## src/rtl/reaction_timer_core_if.sv

```systemverilog
// Bus between the reaction-timer core and its surroundings: divided tick, buttons,
// BCD count and status flags. The master side drives the buttons and sclk.
interface reaction_timer_core_if;
  logic        sclk;
  logic        start;
  logic        stop;
  logic [15:0] digits;
  logic        led_go;
  logic        early;
  logic        timeout;
  logic        busy;

  modport master (
    output sclk, start, stop,
    input  digits, led_go, early, timeout, busy
  );

  modport slave (
    input  sclk, start, stop,
    output digits, led_go, early, timeout, busy
  );
endinterface

```

## src/rtl/reaction_timer_core.sv

```systemverilog
// Reaction-timer control: pseudo-random wait, then GO, then millisecond counting in
// four BCD digits until stop, early press, or saturation at 9999.
module reaction_timer_core #(
  parameter int unsigned MIN_WAIT  = 1000,
  parameter int unsigned WAIT_BITS = 12,
  parameter logic [7:0]  LFSR_SEED = 8'hA5
) (
  input logic                   clk,
  input logic                   reset,
  reaction_timer_core_if.slave  bus
);

  typedef enum logic [2:0] {
    S_IDLE,
    S_WAIT,
    S_GO,
    S_DONE,
    S_EARLY
  } state_e;

  state_e                 state_q, state_d;
  logic [WAIT_BITS-1:0]   wcnt_q, wcnt_d;
  logic [15:0]            digits_q, digits_d;
  logic                   timeout_q, timeout_d;
  logic [7:0]             lfsr_q, lfsr_d;
  logic                   sclk_q, start_q, stop_q;

  logic                   tick, start_e, stop_e;
  logic [WAIT_BITS-1:0]   wait_load;

  // Ripple-carry BCD increment; a digit wraps 9->0 only when all lower digits wrap.
  function automatic logic [15:0] bcd_inc(input logic [15:0] v);
    logic [15:0] r;
    logic        carry;
    r     = v;
    carry = 1'b1;
    for (int i = 0; i < 4; i++) begin
      if (carry) begin
        if (v[4*i +: 4] == 4'd9) begin
          r[4*i +: 4] = 4'd0;
        end else begin
          r[4*i +: 4] = v[4*i +: 4] + 4'd1;
          carry       = 1'b0;
        end
      end
    end
    return r;
  endfunction

  assign tick    = bus.sclk  & ~sclk_q;
  assign start_e = bus.start & ~start_q;
  assign stop_e  = bus.stop  & ~stop_q;

  // Taps x^8+x^6+x^5+x^4+1 map to bits 7,5,4,3 of a left-shifting register.
  assign lfsr_d    = {lfsr_q[6:0], ^(lfsr_q & 8'hB8)};
  assign wait_load = WAIT_BITS'(MIN_WAIT) + WAIT_BITS'({lfsr_q, 2'b00});

  // NOTE: every variable driven here gets a default first so no path leaves it
  // unassigned; otherwise synthesis would infer a latch.
  always_comb begin
    state_d   = state_q;
    wcnt_d    = wcnt_q;
    digits_d  = digits_q;
    timeout_d = timeout_q;

    unique case (state_q)
      S_IDLE, S_DONE, S_EARLY: begin
        // Start outranks a simultaneous stop in every resting state.
        if (start_e) begin
          state_d   = S_WAIT;
          digits_d  = '0;
          timeout_d = 1'b0;
          wcnt_d    = wait_load;
        end
      end

      S_WAIT: begin
        if (stop_e) begin
          state_d = S_EARLY;
        end else if (tick) begin
          if (wcnt_q == WAIT_BITS'(1)) state_d = S_GO;
          else                         wcnt_d  = wcnt_q - WAIT_BITS'(1);
        end
      end

      S_GO: begin
        if (stop_e) begin
          state_d = S_DONE;
        end else if (tick) begin
          if (digits_q == 16'h9999) begin
            state_d   = S_DONE;
            timeout_d = 1'b1;
          end else begin
            digits_d = bcd_inc(digits_q);
          end
        end
      end

      default: state_d = S_IDLE;
    endcase
  end

  // NOTE: sequential state uses non-blocking assignments so every register samples
  // the pre-edge values, independent of statement order.
  always_ff @(posedge clk or negedge reset) begin
    if (!reset) begin
      state_q   <= S_IDLE;
      wcnt_q    <= '0;
      digits_q  <= '0;
      timeout_q <= 1'b0;
      lfsr_q    <= LFSR_SEED;
      sclk_q    <= 1'b0;
      start_q   <= 1'b1;
      stop_q    <= 1'b1;
    end else begin
      state_q   <= state_d;
      wcnt_q    <= wcnt_d;
      digits_q  <= digits_d;
      timeout_q <= timeout_d;
      lfsr_q    <= lfsr_d;
      sclk_q    <= bus.sclk;
      start_q   <= bus.start;
      stop_q    <= bus.stop;
    end
  end

  assign bus.digits  = digits_q;
  assign bus.led_go  = (state_q == S_GO);
  assign bus.early   = (state_q == S_EARLY);
  assign bus.timeout = timeout_q;
  assign bus.busy    = (state_q == S_WAIT) || (state_q == S_GO);

  a_lfsr_nonzero: assert property (@(posedge clk) disable iff (!reset) lfsr_q != 8'h00);

  a_digits_bcd: assert property (@(posedge clk) disable iff (!reset)
    (digits_q[3:0] <= 4'd9) && (digits_q[7:4] <= 4'd9) &&
    (digits_q[11:8] <= 4'd9) && (digits_q[15:12] <= 4'd9));

  a_timeout_only_done: assert property (@(posedge clk) disable iff (!reset)
    timeout_q |-> (state_q == S_DONE));

endmodule

```

## src/flat_wrapper.sv

```systemverilog
// flat-port wrapper written by rule: the top's interface ports become plain ports
module reaction_timer_core_flat 
#(
  parameter int unsigned MIN_WAIT  = 1000,
  parameter int unsigned WAIT_BITS = 12,
  parameter logic [7:0]  LFSR_SEED = 8'hA5
)
  (clk, reset, bus_sclk, bus_start, bus_stop, bus_digits, bus_led_go, bus_early, bus_timeout, bus_busy);
  reaction_timer_core_if bus_i ();
  input logic clk;
  input logic reset;
  input wire logic [$bits(bus_i.sclk)-1:0] bus_sclk;
  input wire logic [$bits(bus_i.start)-1:0] bus_start;
  input wire logic [$bits(bus_i.stop)-1:0] bus_stop;
  output wire logic [$bits(bus_i.digits)-1:0] bus_digits;
  output wire logic [$bits(bus_i.led_go)-1:0] bus_led_go;
  output wire logic [$bits(bus_i.early)-1:0] bus_early;
  output wire logic [$bits(bus_i.timeout)-1:0] bus_timeout;
  output wire logic [$bits(bus_i.busy)-1:0] bus_busy;
  assign bus_i.sclk = bus_sclk;
  assign bus_i.start = bus_start;
  assign bus_i.stop = bus_stop;
  assign bus_digits = bus_i.digits;
  assign bus_led_go = bus_i.led_go;
  assign bus_early = bus_i.early;
  assign bus_timeout = bus_i.timeout;
  assign bus_busy = bus_i.busy;
  reaction_timer_core #(.MIN_WAIT(MIN_WAIT), .WAIT_BITS(WAIT_BITS), .LFSR_SEED(LFSR_SEED)) u_core (.clk(clk), .reset(reset), .bus(bus_i));
endmodule
```

## config.mk

```make
export PLATFORM = sky130hd
export DESIGN_NAME = reaction_timer_core_flat
export DESIGN_NICKNAME = d
export VERILOG_FILES = /design/src/rtl/reaction_timer_core_if.sv /design/src/rtl/reaction_timer_core.sv /design/src/flat_wrapper.sv
export SDC_FILE = /design/constraint.sdc
export NUM_CORES = 1
export LEC_CHECK = 0
export BUFFER_PORTS_ARGS = -buffer_cell sky130_fd_sc_hd__buf_2
export CORE_MARGIN = 2
export CORE_UTILIZATION = 59
export DETAILED_ROUTE_END_ITERATION = 12
export PLACE_DENSITY = 0.89
export SLEW_MARGIN = 10
export SYNTH_ARGS = -nofsm -noshare
export SYNTH_HDL_FRONTEND = slang
export SYNTH_SLANG_ARGS = --single-unit
```

## constraint.sdc

```tcl
create_clock -name clk -period 2.4 [get_ports clk]
set_clock_uncertainty 0.05 [all_clocks]
set_input_delay 0.24 -clock clk [delete_from_list [all_inputs] [get_ports clk]]
set_output_delay 0.24 -clock clk [all_outputs]
set_load 0.005 [all_outputs]
```

==> results.toml, run 1 <==
[floorplan]
die_h_um = 68.9
placementRows = 23
ios = 25
initial_core_util = 0.617
core_um2 = 4030
die-width_um = 68.9
die-area_um2 = 4750

[clock_tree]
postCtsResizedCells = 0
clock_path_buffers = 2
root_buffer = "clkbuf_8"
path_clk_slew_ps = 90
cts_tree = "built"
cts_buffers = 5
hold_buffers = 0
cts.sinks = 43
h-tree-depth = 2
insertion_delay_ps = 300
post_cts_buffers = 0

[synth]
synth.top_cell.area_share = 0.373
avgSynthCellArea_um2 = 9.63
ys_async_sr_fraction = 1.00
synthTopCellsByArea = "dfrtp_1 37%, ha_1 6.5%, dfstp_2 6.3%"
ys_ff_latch = 43
synth_nets = 276
synth_area_um2 = 2480
synthCells = 258
synth_common_cells = "37 x dfrtp_1, 22 x o21ai_0, 19 x nor2_1"
synth_flop_cell = "dfrtp_1"
synth_area_leader_cell = "dfrtp_1"
ys_types = 54
yosys_warnings = 0
synth_edf_count = 0
synth_most_common_cell = "dfrtp_1"
synth-seq-area-share = 0.436

[route]
num_vias = 2091
route.detailed.drc = 0
dr_wl_met2_mm = 2.88
drt_first_pass_iters = 4
routed_wirelength_mm = 5.58
via_per_inst = 6.10
routedWlPerCell_um = 16.3
routed.top_layer = "met4"
wl_met1_mm = 2.41
drt_iter0_markers = 141
wl_met3_um = 215
postRouteAntennaNets = 0

[finish]
fillers = 304
nets = 310
area_growth_pct = 13.8
fin_area_um2 = 2830
n_antenna_cell = 0
instances_no_fill = 343
drive_gt1_frac = 0.218

[critical_path]
cp.arrival_ps = 2410
rrSetupSlack_ps = 140
crit_start = "u_core.bus.digits[8]"
reg2reg_to = "u_core.bus.digits[11]"
cpLargestDelayFamily = "compound AO/OA/AOI/OAI gates"
critPathBufInv = 0
setup.worst_path.class = "reg -> reg"
endpoint = "u_core.bus.digits[11]"
crit_slowest_cell = "dfrtp_1"
slowest_delay_ps = 450
reg2reg_from = "u_core.bus.digits[8]"
required_ps = 2550
r2r_cells = 6
end_kind = "flip-flop"
worstSetupStartpointType = "flip-flop"
cp_max_fo = 6
cp.depth = 6
path_cells = "ha_1 -> nand3b_1 -> nor3_1 -> o41a_1 -> or3_4 -> o41ai_1"

[power]
power_leakage_uw = 0.00129
finalPower_uw = 2850
p_per_area_nw_per_um2 = 1010
ir_drop_v = 0.000712

[place]
hpwl_mm = 3.92
place_area_um2 = 2700
port_buffers = 24
dpl_worst_slack_ps = 156
dp.cells = 333
gp_congestion = 0.831

[job]
drv_cap = 0

[timing]
period_share = 0.940
clock.fmax_ghz = 0.443
tightest_slew_ps = 977
setup_ws_ps = 144
maxSlewHeadroom = 0.348
finalHoldViolCount = 0
finalMaxSlewViolations = 0
tns_ps = 0
setup_viol = 0
rsz0062_at_grt = "no"
period_needed_ps = 2260

[status]
outcome = "complete, no violations"

[grt]
grt_pass1_wl_mm = 8.96
grt_pass1_vias = 1933
grt_remaining_overflow = 0
grt_max_degree = 44
antenna_found_initial = 0
track_usage = 0.258

[min_path]
hold_path.class = "in -> reg"
[metal layers]
metal	up-vias	GRT usage
met3	7	0.0406
met1	1004	0.319
met4	0	0.0882
li1	1021	-
met2	59	0.458
met5	-	0
[cell usage in the layout, fill, tap and decap left out, types with 3 or more instances in the layout]
cell	netlist	final
a211o_1	4	4
a21oi_1	18	18
buf_2	2	24
buf_4	1	13
clkbuf_8	0	6
dfrtp_1	37	37
dfstp_2	6	6
ha_1	13	13
inv_1	11	11
nand2_1	15	15
nand2b_1	4	4
nand3_1	7	7
nand3b_1	3	3
nor2_1	19	19
nor2b_1	5	5
nor3_1	9	9
nor3b_1	4	3
nor4_1	4	4
o21ai_0	22	22
o31ai_1	5	5
o41ai_1	7	7
or3_1	3	3
xnor2_1	9	9
[worst min path at each step]
stage	slack, ps	endpoint	startpoint	cells after the start
after floorplan	-110	u_core.bus.digits[0]	reset	0
after global placement	310	u_core.stop_q	bus_stop	1
after detailed placement	320	u_core.stop_q	bus_stop	1
after CTS	4	u_core.stop_q	bus_stop	1
after global routing	10	u_core.start_q	bus_start	1
final	10	u_core.stop_q	bus_stop	1
[cell type report]
cell class,count,area (um2),share of cell area
Tap cell,50,62.6,0.0221
Clock inverter,2,35.0,0.0124
Clock buffer,6,82.6,0.0292
Inverter,12,45.0,0.0159
Sequential cell,43,1080,0.383
Multi-Input combinational cell,193,1300,0.460
Timing Repair Buffer,37,218,0.0770
[cell families after synthesis]
kind of cell / share of synthesized area
AND/OR/NAND/NOR: 0.196
AO/OA/AOI/OAI: 0.208
flip-flops: 0.436
buffers and inverters: 0.0418
adder cells (fa/ha/maj): 0.0655
XOR/XNOR: 0.0352
multiplexers: 0.0171
[per-stage QoR]
step | hold WS [ps] | util
2_1_floorplan | -106 | -
3_3_place_gp | 313 | 0.669
3_5_place_dp | 318 | 0.669
4_1_cts | 4.21 | 0.698
5_1_grt | 10.0 | 0.702
6_report | 11.3 | 0.702
[where the power goes]
| group | internal (uW) | total, uW | leakage [uW] | switching (uW) |
|---|---|---|---|---|
| registers | 864 | 1010 | 0.000540 | 150 |
| clock network | 337 | 589 | 0.0000612 | 252 |
| logic | 516 | 1250 | 0.000684 | 729 |
| total | 1720 | 2850 | 0.00129 | 1130 |
[flip-flops by register name, indices dropped and copies added (netlist names)]
name / count
u_core.state_q: 3
u_core.wcnt_q: 12
u_core.lfsr_q: 8
u_core.bus.digits: 16
u_core.stop_q: 1
u_core.bus.timeout: 1
u_core.sclk_q: 1
u_core.start_q: 1
Power figures use the tool's default switching activity.
==> run 2: changes to the inputs <==
--- a/config.mk
+++ b/config.mk
@@ -7,9 +7,9 @@
 export LEC_CHECK = 0
 export BUFFER_PORTS_ARGS = -buffer_cell sky130_fd_sc_hd__buf_2
 export CORE_MARGIN = 2
-export CORE_UTILIZATION = 59
+export CORE_UTILIZATION = 57
 export DETAILED_ROUTE_END_ITERATION = 12
-export PLACE_DENSITY = 0.89
+export PLACE_DENSITY = 0.86
 export SLEW_MARGIN = 10
 export SYNTH_ARGS = -nofsm -noshare
 export SYNTH_HDL_FRONTEND = slang
==> run 2 against run 1 <==
  * Clock power fell by 20%
  * Critical path type unchanged
  * Register-to-register slack got worse by 50 ps
  * Combinational power rose by 3%
  * Via count rose by 3.6%
  * Critical path depth did not move
  * Cell count rose by 3.2%
  * Hold slack improved by 11 ps
  * Power fell by 2.9%
  * Worst setup slack got worse by 47 ps
  * Wire length fell by 1.1%
  * Largest power group unchanged
  * Maximum frequency fell by 2.0%
==> results.toml, run 2 (synthesis results as in run 1) <==
[floorplan]
core_um2 = 4260
die-area_um2 = 4900
placementRows = 24
die_h_um = 70.0
ios = 25
die-width_um = 70.0
initial_core_util = 0.583

[finish]
fillers = 345
nets = 319
fin_area_um2 = 2880
drive_gt1_frac = 0.238
n_antenna_cell = 0
layout.cells.most_common = "dfrtp_1"
area_growth_pct = 16.0
largest_reg_flops = 16
multi_input_area_um2 = 1310
final_cell_mix = "37 x dfrtp_1, 24 x buf_2, 22 x o21ai_0"
register_area_um2 = 1080

[place]
port_buffers = 24
hpwl_mm = 3.89
place_area_um2 = 2740
gp_congestion = 0.850

[critical_path]
end_kind = "flip-flop"
crit_slowest_cell = "o41a_1"
slowest_delay_ps = 450
worstSetupStartpointType = "flip-flop"
setup.worst_path.class = "reg -> reg"
cp_max_fo = 6
reg2reg_to = "u_core.bus.digits[11]"
rrSetupSlack_ps = 100
cpLargestDelayFamily = "compound AO/OA/AOI/OAI gates"
required_ps = 2530
critPathBufInv = 0
path_cells = "ha_1 -> nand3b_1 -> nor3_1 -> o41a_1 -> or3_4 -> o41ai_1"
reg2reg_from = "u_core.bus.digits[4]"
r2r_cells = 6
cp.arrival_ps = 2430
crit_start = "u_core.bus.digits[4]"

[power]
power_leakage_uw = 0.00132
p_per_area_nw_per_um2 = 960
ir_drop_v = 0.000573

[route]
num_vias = 2166
drt_first_pass_iters = 4
routedWlPerCell_um = 15.6
drt_iter0_markers = 154
postRouteAntennaNets = 0
routed_wirelength_mm = 5.52
route.detailed.drc = 0
via_per_inst = 6.12

[clock_tree]
h-tree-depth = 2
root_buffer = "clkbuf_8"
cts_buffers = 5
path_clk_slew_ps = 80
cts_tree = "built"
insertion_delay_ps = 290
clock_path_buffers = 2
cts.sinks = 43

[grt]
grt_pass1_wl_mm = 9.52
antenna_found_initial = 0
grt_remaining_overflow = 0
grt_pass1_vias = 2172
track_usage = 0.241
grt_max_degree = 43

[timing]
clock.fmax_ghz = 0.434
period_needed_ps = 2300
period_share = 0.959
finalHoldViolCount = 0
finalMaxSlewViolations = 0
timing.hold.ws_ps = 22.0
tightest_slew_ps = 918
setup_viol = 0
maxSlewHeadroom = 0.388

[job]
drv_cap = 0

[min_path]
hold_path.class = "in -> reg"
min_delay_path_depth = 1
holdPathEnd = "u_core.stop_q"
worstHoldStart = "bus_stop"

[status]
outcome = "complete, no violations"
-- run 2: metrics by stage --
step	util	setup WS, ps	instances	TNS [ps]	power, uW
floorplan	-	205	258	0	1880
global placement	0.643	217	341	0	2210
detailed placement	0.643	59.6	341	0	2260
CTS	0.667	36.7	350	0	2740
global route	0.676	-8.45	354	-8.45	3000
finish	0.676	97.9	354	0	2770
-- run 2: worst max-delay path by stage --
stage / to / slack (ps) / cells past startpoint
after CTS: u_core.bus.digits[10] / 40 / 7
after global routing: u_core.bus.digits[11] / -8 / 7
after detailed placement: u_core.bus.digits[10] / 60 / 7
after global placement: u_core.bus.digits[10] / 220 / 7
final: u_core.bus.digits[11] / 100 / 6
after floorplan: u_core.bus.digits[8] / 200 / 7
-- run 2: repair_timing --
action,4_1_cts,5_1_grt
hold endpoints to repair,1,0
resized for setup,0,1
endpoints found under the setup margin,0,4
hold buffers,1,0
setup buffers,0,4
-- run 2: per-layer routing --
layer,share of wire,track usage,vias to the layer above,routed length [um]
li1,-,-,1035,-
met1,0.46,0.309,1065,2550
met2,0.48,0.402,59,2650
met3,0.043,0.0491,7,240
met4,0.015,0.0940,0,83
met5,0,0,-,0
-- run 2: power breakdown --
part           leakage [uW]  switching, uW  internal [uW]
registers          0.000540            143            864
clock network     0.0000482            239            232
logic              0.000736            732            557
-- run 2: worst reg2reg max path, stage by stage, from the launching register on --
cell and delay, ps:
dfrtp_1 440, ha_1 240, nand3b_1 140, nor3_1 90, o41a_1 450, or3_4 430
o41ai_1 350
-- run 2: layout make-up --
class / instances / share of cell area
flip-flops and latches: 43 / 0.376
well taps: 52 / 0.0226
multi-input cells: 193 / 0.454
inverters: 12 / 0.0156
repair buffers: 46 / 0.0998
clock inverters: 1 / 0.00174
clock buffers: 7 / 0.0299
